[src/rtl/sfx_pkg.sv]
// Shared effect ids, note codes, ROM entry layout and FSM state encoding for the
// sound-effect scheduler and its note ROM.
package sfx_pkg;

  localparam int SFX_HIT   = 0;
  localparam int SFX_MISS  = 1;
  localparam int SFX_PAUSE = 2;
  localparam int SFX_WIN   = 3;

  localparam int ROM_NOTE_W = 6;
  localparam int ROM_DUR_W  = 6;
  localparam int ENTRY_W    = ROM_NOTE_W + ROM_DUR_W;

  typedef logic [ROM_NOTE_W-1:0] note_t;
  typedef logic [ROM_DUR_W-1:0]  dur_t;

  localparam note_t NOTE_REST = 6'd0;
  localparam note_t NOTE_C3 = 6'd1,  NOTE_D3 = 6'd2,  NOTE_E3 = 6'd3,  NOTE_F3 = 6'd4;
  localparam note_t NOTE_G3 = 6'd5,  NOTE_A3 = 6'd6,  NOTE_B3 = 6'd7;
  localparam note_t NOTE_C4 = 6'd8,  NOTE_D4 = 6'd9,  NOTE_E4 = 6'd10, NOTE_F4 = 6'd11;
  localparam note_t NOTE_G4 = 6'd12, NOTE_A4 = 6'd13, NOTE_B4 = 6'd14;
  localparam note_t NOTE_C5 = 6'd15, NOTE_D5 = 6'd16, NOTE_E5 = 6'd17, NOTE_F5 = 6'd18;
  localparam note_t NOTE_G5 = 6'd19, NOTE_A5 = 6'd20, NOTE_B5 = 6'd21;

  typedef struct packed {
    note_t note;
    dur_t  dur;
  } sfx_entry_t;

  typedef enum logic [1:0] {
    ST_IDLE = 2'd0,
    ST_LOAD = 2'd1,
    ST_PLAY = 2'd2
  } state_e;

endpackage

[src/rtl/sfx_rom.sv]
// Note/duration table for every effect; any unlisted {sfx, idx} returns dur=0,
// which the scheduler treats as the end-of-effect marker.
module sfx_rom
  import sfx_pkg::*;
#(
  parameter int SFX_W = 2,
  parameter int IDX_W = 4
) (
  input  logic [SFX_W-1:0] sfx_i,
  input  logic [IDX_W-1:0] idx_i,
  output sfx_entry_t       entry_o
);

  function automatic logic [SFX_W+IDX_W-1:0] key(input int sfx, input int idx);
    return {SFX_W'(sfx), IDX_W'(idx)};
  endfunction

  // NOTE: the default assignment ahead of the case keeps this block free of latches.
  always_comb begin
    entry_o = '0;
    case ({sfx_i, idx_i})
      key(SFX_HIT, 0):   entry_o = '{NOTE_C4, 6'd2};
      key(SFX_HIT, 1):   entry_o = '{NOTE_E4, 6'd1};
      key(SFX_MISS, 0):  entry_o = '{NOTE_E3, 6'd1};
      key(SFX_MISS, 1):  entry_o = '{NOTE_REST, 6'd1};
      key(SFX_MISS, 2):  entry_o = '{NOTE_D3, 6'd2};
      key(SFX_PAUSE, 0): entry_o = '{NOTE_C5, 6'd1};
      key(SFX_PAUSE, 1): entry_o = '{NOTE_E5, 6'd1};
      key(SFX_WIN, 0):   entry_o = '{NOTE_C4, 6'd1};
      key(SFX_WIN, 1):   entry_o = '{NOTE_E4, 6'd1};
      key(SFX_WIN, 2):   entry_o = '{NOTE_G4, 6'd1};
      key(SFX_WIN, 3):   entry_o = '{NOTE_C5, 6'd1};
      key(SFX_WIN, 4):   entry_o = '{NOTE_REST, 6'd1};
      key(SFX_WIN, 5):   entry_o = '{NOTE_C5, 6'd1};
      key(SFX_WIN, 6):   entry_o = '{NOTE_E5, 6'd1};
      key(SFX_WIN, 7):   entry_o = '{NOTE_G5, 6'd2};
      default:           entry_o = '0;
    endcase
  end

endmodule

[src/rtl/sfx_scheduler.sv]
// Latches sound-effect requests and plays the highest-priority pending effect on the
// buzzer note bus. Define SFX_PREEMPT_EN to let a higher-priority request abort a playing effect.
module sfx_scheduler
  import sfx_pkg::*;
#(
  parameter int NUM_SFX   = 4,
  parameter int TICK_DIV  = 1_000_000,
  parameter int MAX_NOTES = 8,
  parameter int NOTE_W    = 6
) (
  input  logic                       clk,
  input  logic                       reset_n,
  input  logic                       enabled,
  input  logic [NUM_SFX-1:0]         sfx_req,
  output logic [NOTE_W-1:0]          note,
  output logic                       busy,
  output logic [$clog2(NUM_SFX)-1:0] cur_sfx,
  output logic                       sfx_done
);

  localparam int SFX_W  = $clog2(NUM_SFX);
  localparam int IDX_W  = $clog2(MAX_NOTES + 1);
  localparam int TICK_W = $clog2(TICK_DIV);
  localparam logic [TICK_W-1:0] TICK_LAST = TICK_W'(TICK_DIV - 1);
  localparam logic [IDX_W-1:0]  IDX_END   = IDX_W'(MAX_NOTES);

  state_e              state_q;
  logic [NUM_SFX-1:0]  pending_q;
  logic [NUM_SFX-1:0]  pending_clr;
  logic [IDX_W-1:0]    idx_q;
  logic [TICK_W-1:0]   tick_q;
  dur_t                dur_q;
  logic [NOTE_W-1:0]   note_q;
  logic [SFX_W-1:0]    cur_q;
  logic [SFX_W-1:0]    sel;
  logic                done_q;
  logic                preempt;
  sfx_entry_t          rom_entry;

  sfx_rom #(.SFX_W(SFX_W), .IDX_W(IDX_W)) u_rom (
    .sfx_i   (cur_q),
    .idx_i   (idx_q),
    .entry_o (rom_entry)
  );

  // NOTE: blocking assignments in combinational logic; later iterations override, so the highest set bit wins.
  always_comb begin
    sel = '0;
    for (int i = 0; i < NUM_SFX; i++) begin
      if (pending_q[i]) sel = SFX_W'(i);
    end
  end

  always_comb begin
    pending_clr = '0;
    if (state_q == ST_IDLE && |pending_q) pending_clr[sel] = 1'b1;
  end

`ifdef SFX_PREEMPT_EN
  // A request arriving this cycle counts too, so the abort lands on the next edge.
  always_comb begin
    preempt = 1'b0;
    for (int i = 0; i < NUM_SFX; i++) begin
      if (i > int'(cur_q) && (pending_q[i] || sfx_req[i])) preempt = 1'b1;
    end
  end
`else
  assign preempt = 1'b0;
`endif

  // NOTE: state registers use non-blocking assignments so every branch sees pre-edge values.
  always_ff @(posedge clk or negedge reset_n) begin
    if (!reset_n) begin
      state_q   <= ST_IDLE;
      pending_q <= '0;
      idx_q     <= '0;
      tick_q    <= '0;
      dur_q     <= '0;
      note_q    <= '0;
      cur_q     <= '0;
      done_q    <= 1'b0;
    end else if (!enabled) begin
      state_q   <= ST_IDLE;
      pending_q <= '0;
      idx_q     <= '0;
      tick_q    <= '0;
      dur_q     <= '0;
      note_q    <= '0;
      done_q    <= 1'b0;
    end else begin
      done_q    <= 1'b0;
      pending_q <= (pending_q & ~pending_clr) | sfx_req;
      case (state_q)
        ST_IDLE: begin
          note_q <= '0;
          if (|pending_q) begin
            cur_q   <= sel;
            idx_q   <= '0;
            state_q <= ST_LOAD;
          end
        end
        ST_LOAD: begin
          if (preempt) begin
            note_q  <= '0;
            state_q <= ST_IDLE;
          end else if (rom_entry.dur == '0 || idx_q == IDX_END) begin
            note_q  <= '0;
            done_q  <= 1'b1;
            state_q <= ST_IDLE;
          end else begin
            note_q  <= NOTE_W'(rom_entry.note);
            dur_q   <= rom_entry.dur;
            tick_q  <= '0;
            state_q <= ST_PLAY;
          end
        end
        ST_PLAY: begin
          if (preempt) begin
            note_q  <= '0;
            state_q <= ST_IDLE;
          end else if (tick_q == TICK_LAST) begin
            tick_q <= '0;
            if (dur_q != '0) dur_q <= dur_q - 1'b1;
            if (dur_q <= ROM_DUR_W'(1)) begin
              idx_q   <= idx_q + 1'b1;
              state_q <= ST_LOAD;
            end
          end else begin
            tick_q <= tick_q + 1'b1;
          end
        end
        default: state_q <= ST_IDLE;
      endcase
    end
  end

  assign note     = note_q;
  assign busy     = (state_q != ST_IDLE);
  assign cur_sfx  = cur_q;
  assign sfx_done = done_q;

endmodule
[config.mk]
export PLATFORM = sky130hd
export DESIGN_NAME = sfx_scheduler
export DESIGN_NICKNAME = d
export VERILOG_FILES = /design/src/rtl/sfx_pkg.sv /design/src/rtl/sfx_rom.sv /design/src/rtl/sfx_scheduler.sv
export SDC_FILE = /design/constraint.sdc
export NUM_CORES = 1
export LEC_CHECK = 0
export ABC_AREA = 1
export BUFFER_PORTS_ARGS = -buffer_cell sky130_fd_sc_hd__buf_2
export CORE_MARGIN = 4
export CORE_UTILIZATION = 47
export DETAILED_ROUTE_END_ITERATION = 8
export GPL_TIMING_DRIVEN = 0
export HOLD_SLACK_MARGIN = 0.03
export PLACE_DENSITY = 0.6
export SKIP_LAST_GASP = 1
export SLEW_MARGIN = 10
export SYNTH_ARGS = -nofsm -noshare
export SYNTH_HDL_FRONTEND = slang
export SYNTH_SLANG_ARGS = --single-unit
[constraint.sdc]
create_clock -name clk -period 3.85 [get_ports clk]
set_input_delay 0.5775 -clock clk [delete_from_list [all_inputs] [get_ports clk]]
set_output_delay 0.5775 -clock clk [all_outputs]
set_load 0.01 [all_outputs]
Word-level counts from Yosys, hierarchy flattened --
Memory sizes are Yosys's and may differ from the RTL's. Index checks and enable logic that the tools add are counted.
Cells by class: bitwise gates (word level) 3, reduce and logical (&&, ||, !) cells 13, muxes and demuxes 33, magnitude comparators 3, equal/unequal tests 12, $add $sub $neg 3
Operators by type and width (count):
- 2-to-1 mux 20 bit | 3
- one-hot mux 20 bit (2 select lines) | 1
- 2-to-1 mux 6 bit | 6
- 2-to-1 mux 4 bit | 6
- one-hot mux 6 bit (2 select lines) | 2
- adder 20 x 1 -> 20 bit, second input constant | 1
- equality test 20 bit, second input constant | 1
- 2-to-1 mux 2 bit | 7
- != test 3 bit, second input constant | 4
- != test 3 x 1 -> 1 bit, second input constant | 3
- one-hot mux 4 bit (2 select lines) | 1
- AND reduction 4 bit | 2
- <= comparator 6 x 1 -> 1 bit, second input constant | 1
- logical NOT 6 bit | 1
- one-hot mux 2 bit (3 select lines) | 1
- AND reduction 3 bit | 2
- nonzero test 6 bit | 1
- subtractor 6 x 1 -> 6 bit, second input constant | 1
- 2-to-1 mux 1 bit | 5
- adder 4 x 1 -> 4 bit, second input constant | 1
- bitwise AND 4 bit | 1
- equality test 4 bit, second input constant | 1
- NOT 4 bit | 1
- bitwise OR 4 bit | 1
- other kinds (12) | 13
Word-level totals: memories kept 1, word-level logic and storage cells 76, flip-flop bits (word level) 45, bits in read-only memories 448
Memory list:
- (name not given) | words 64, bits a word 7, rd ports 1, clocked after Yosys merged registers in 0, wr ports 0, line sfx_rom.sv:21 | case ({sfx_i, idx_i})

Logic depth before layout (Yosys ltp) --
word-level depth 12, depth in mapped cells 13, gate-level depth less buffers 13

Cells and area by module --
A second synthesis with hierarchy kept.
Second synthesis, totals: cell total of the unflattened synthesis 421, area, all modules 3041.7 um^2
By module, submodules not included:
- sfx_scheduler | sequential area each 1126.1 um^2, instances 1, cells an instance 366, area each 2736.4 um^2
- sfx_rom | sequential area each 0.0 um^2, instances 1, cells an instance 55, area each 305.3 um^2

Least setup slack after synthesis --
OpenSTA, ideal clock, no wires.
path type register to register, start point register idx_q[0], end point register tick_q[12], setup time 0.135 ns, arrival time 1.549 ns, required time 3.715 ns, slack 2.166 ns, period minus slack after synthesis 1.684 ns, path buffers 1, cell stages (with the launch flop) 12, cell sequence dfrtp_1 ha_1 ha_1 nor2_1 nand2_1 nand3_1 nand2_1 nand3_4 nand2_4 buf_6 nand2_1 o31ai_1
Between the ends: longest elaborated chain between the ends 5
Ends and longest elaborated chain:
- start: declaration | line sfx_scheduler.sv:30 | logic [IDX_W-1:0] idx_q;
- start signal: assignment | line sfx_scheduler.sv:125 | idx_q <= idx_q + 1'b1;
- memory read (64 x 7 bit)
- logical NOT 6 bit | line sfx_scheduler.sv:106 | end else if (rom_entry.dur == '0 || idx_q == IDX_END) begin
- logical OR 1 bit * | line sfx_scheduler.sv:106
- != test 3 bit (no source line) *
- AND reduction 2 bit (no source line) *
- end signal: assignment | line sfx_scheduler.sv:129 | tick_q <= tick_q + 1'b1;
- end: declaration | line sfx_scheduler.sv:31 | logic [TICK_W-1:0] tick_q;
Mark *: on every way between the ends. The rest lies on a longest branch, timed or not. A chain may end at the register's enable or synchronous reset.

Final worst setup path --
start point register idx_q[1], end point register tick_q[17]
Same word-level chain as after synthesis.

==> out/qor.log <==
INFO  setup_path     worstPathArrival=2.15ns
INFO  timing         slew-limit-headroom=32.5%
INFO  layout         drive_above_1_share=12.1%
INFO  synthesis      synth_compound_area_share=8.20%
INFO  cts            worstSkewPairLatency=0.29ns
INFO  placed_design  placement.io_buffers=15
INFO  setup_path     ff2ff_path_depth=13
INFO  power          totalPowerFinal=1.37mW
INFO  synthesis      synth_top_flop_cell=dfrtp_1
INFO  global_route   grt_antenna_before_repair=0
INFO  timing         clock-skew-final=0.0109ns
INFO  timing         fmax=510MHz
INFO  setup_path     timing.critical_path.mode_cell=nand2_1
INFO  timing         finalSetupViolations=0
INFO  setup_path     crit_path_end_kind=flop
INFO  power          cellInternalPower=0.859mW
INFO  timing         final.min_clock_period=1.96ns
INFO  synthesis      top_cell_types_by_occurrence_after_synthesis=118 x nand2_1, 46 x inv_1, 44 x dfrtp_1
INFO  detailed_routing dr_wl_met3=154µm
INFO  setup_path     worst_setup_path_start_kind=flop
INFO  synthesis      synth_sequential_area_ratio=38.0%
INFO  setup_path     r2r-start=idx_q[1]
INFO  cts            cts.htree.levels=2
INFO  cts            cts_max_path_buffers=2
INFO  detailed_routing met2_length=3.15mm
INFO  cts            setup_fix_buffers_added_after_clock_tree_synthesis=0
INFO  synthesis      xor_xnor_cell_area_share_of_the_yosys_netlist=4.23%
INFO  layout         syn_to_final_growth=9.54%
INFO  power          power.switching=0.514mW
INFO  cts            cts_tree=yes
INFO  timing         worstMarginPinSlew=1.01ns
INFO  global_route   grt_pass1_vias=2,488
INFO  run            drv.max_cap_violation_count=0
INFO  cts            clock_tree_sinks=44
INFO  synthesis      syn_inst=400
INFO  synthesis      synth-edff-count=0
INFO  placed_design  placedInstanceArea=3070µm²
INFO  power          pwr-share-comb=34.7%
INFO  timing         timing.final.hold_violations=0
INFO  detailed_routing ant_nets=0
INFO  detailed_routing drc=0
INFO  timing         hold-worst-slack=0.438ns
INFO  synthesis      synthesis.nets=416
INFO  setup_path     ff2ff_setup_slack=1.89ns
INFO  detailed_routing wirelength=6.36mm
INFO  layout         finish.instance_area=3180µm²
INFO  floorplan      floorplan.core_area=5960µm²
INFO  worst_hold_path min-delay-path-class=in2async
INFO  floorplan      number_of_top_level_pins=17
INFO  floorplan      floorplan.initialDensity=48.7%
INFO  synthesis      async_reset_ff_share=100%
INFO  floorplan      floorplan.die.height=86.5µm
INFO  detailed_routing avgRoutedWirePerCell=12.8µm
INFO  setup_path     worstPathBufferInverterCount=4
INFO  synthesis      flip_flop_and_latch_count_after_synthesis=44
INFO  setup_path     path_delay_family=simple AND/OR/NAND/NOR gates
INFO  detailed_routing post_drt_via_cell_ratio=5.08
INFO  setup_path     timing.rr.end=tick_q[17]
INFO  layout         num-nets-final=438
INFO  layout         layout.cells.non_filler=498
INFO  layout         multi_input_area=1570µm²
INFO  setup_path     critical_path.slowest_cell=dfrtp_1
INFO  power          vdd_drop_max=0.185mV
INFO  synthesis      synth.top_cell.area_share=38.0%
INFO  power          leakagePower=1.58nW
INFO  floorplan      die_span_in_x=86.5µm
INFO  cts            cts-buffers-inserted=5
INFO  power          power.clock.fraction=25.5%
INFO  detailed_routing met1Wirelength=3.00mm
INFO  detailed_routing initialDrtViolationCount=75
INFO  layout         register_area=1100µm²
INFO  synthesis      synth_top_cell_by_area=dfrtp_1
INFO  setup_path     crit_path_max_fanout=10
INFO  setup_path     worst_path_largest_cell_delay=0.44ns
INFO  synthesis      area_contributors_post_synth=dfrtp_1 38%, nand2_1 15%, inv_1 6.0%
INFO  synthesis      synth.most_common_cell=nand2_1
INFO  power          power.switching_fraction=37.4%
INFO  setup_path     crit_type=reg2reg
INFO  cts            post_cts.resized_instances=0
INFO  synthesis      synth_mux_area_share=0%
INFO  run_status     outcome=finished clean
INFO  synthesis      synth_area=2900µm²
INFO  global_route   grt_pass1_wl=11.4mm
INFO  synthesis      synth_fa_ha_area_share=3.88%
INFO  floorplan      die_footprint=7490µm²
INFO  cts            worst_setup_hold_path_clk_slew=0.09ns
INFO  power          power_density=432nW/µm²
INFO  cts            cts-hold-fix-buffers=0
INFO  layout         fillerInstances=601
INFO  detailed_routing via_count=2,528
INFO  global_route   grt_max_degree=45
INFO  timing         rsz0062_at_grt=false
INFO  synthesis      post_synth_num_cell_types=33
INFO  synthesis      synth-simple-area-share=37.8%
INFO  cts            cts_root_buffer=clkbuf_8
INFO  global_route   gr-total-overflow=0
INFO  setup_path     timing.critical_path.cells=inv_1, ha_1, inv_1, nor2_1, nand2_1, nand3_1, nand2_1, nand3_4, nand2_4, inv_2, nand2_1, nand2_1, inv_1
INFO  detailed_routing top_layer_used=met4
INFO  synthesis      yosys_warnings=0
INFO  detailed_routing drt_pre_antenna_iters=4
INFO  timing         layout_worst_path_cycle_share=51.0%
INFO  power          power_frac_seq=39.8%
INFO  floorplan      fp-row-count=28
INFO  global_route   gr-usage-all-layers=19.0%
INFO  setup_path     worst-endpoint-required=4.04ns
INFO  placed_design  gpl_congestion=0.890
INFO  placed_design  dpl.cell_count=490
INFO  placed_design  hpwlAfterDp=4.76mm
INFO  layout         n_antenna_cell=0
INFO  synthesis      synth_top_family_by_area=simple AND/OR/NAND/NOR gates
INFO  synthesis      synthesis.area_per_instance=7.25µm²
INFO  timing         finalSetupTns=0ns
INFO  timing         slew_violations=0
[per-layer routing]
layer	vias to the layer above	track usage, %
met5	-	0
met4	0	5.95
met3	4	2.95
met2	25	32.2
met1	1160	25.0
li1	1339	-
[power groups by stage]
| stage | Combinational (mW) | Sequential [mW] | Clock [mW] |
|---|---|---|---|
| floorplan | 0.350 | 0.555 | 0 |
| global placement | 0.475 | 0.555 | 0 |
| detailed placement | 0.480 | 0.555 | 0 |
| CTS | 0.481 | 0.547 | 0.364 |
| global route | 0.552 | 0.553 | 0.384 |
| finish | 0.477 | 0.546 | 0.349 |
[cell type report]
type | count | share of cell area (%)
Timing Repair Buffer | 15 | 2.36
Multi-Input combinational cell | 302 | 49.5
Clock inverter | 2 | 1.10
Clock buffer | 6 | 2.29
Buffer | 7 | 1.58
Sequential cell | 44 | 34.7
Tap cell | 75 | 2.96
Inverter | 47 | 5.56
[logic make-up after synthesis]
group                    count (synthesis)
XOR/XNOR                                14
adder cells (fa/ha/maj)                  9
other                                    1
flip-flops                              44
AND/OR/NAND/NOR                        236
AO/OA/AOI/OAI                           42
buffers and inverters                   54
[registers in the layout, summed over array words and instances, names as in the netlist]
name	count
cur_sfx	2
dur_q	6
idx_q	4
note	5
pending_q	4
sfx_done	1
state_q	2
tick_q	20
[worst max path at each step]
stage | slack (ns) | end | startpoint | depth (start not counted)
detailed placement | 1.89 | tick_q[17] | idx_q[1] | 13
global route | 1.64 | tick_q[17] | idx_q[1] | 13
global placement | 1.88 | tick_q[17] | idx_q[1] | 13
CTS | 1.88 | tick_q[17] | idx_q[1] | 13
finish | 1.89 | tick_q[17] | idx_q[1] | 13
floorplan | 2.17 | tick_q[12] | idx_q[0] | 11
[stage by stage]
stage | setup WS (ns) | util, %
2_1_floorplan | 2.17 | -
3_3_place_gp | 1.88 | 51.5
3_5_place_dp | 1.89 | 51.5
4_1_cts | 1.88 | 53.3
5_1_grt | 1.64 | 53.3
6_report | 1.89 | 53.3
[cells in the final DEF, fill, tap and decap left out, types with 2 or more instances in the layout]
cell type and count:
nor2_2 4, o21ai_1 2, dfrtp_1 44, nor2_4 2, ha_1 9, nand2_4 2
nand2_2 2, a21oi_1 7, buf_6 2, o21ai_0 24, inv_1 46, clkbuf_1 3
o21ai_2 4, or2_2 3, nor2_1 38, o31ai_1 3, nand3_2 3, nand3_1 30
nor3_1 8, nand2_1 118, clkbuf_8 5, xor2_1 8, nand4_1 22, xnor2_1 6
buf_4 2, buf_2 16
Power figures use the tool's default switching activity.
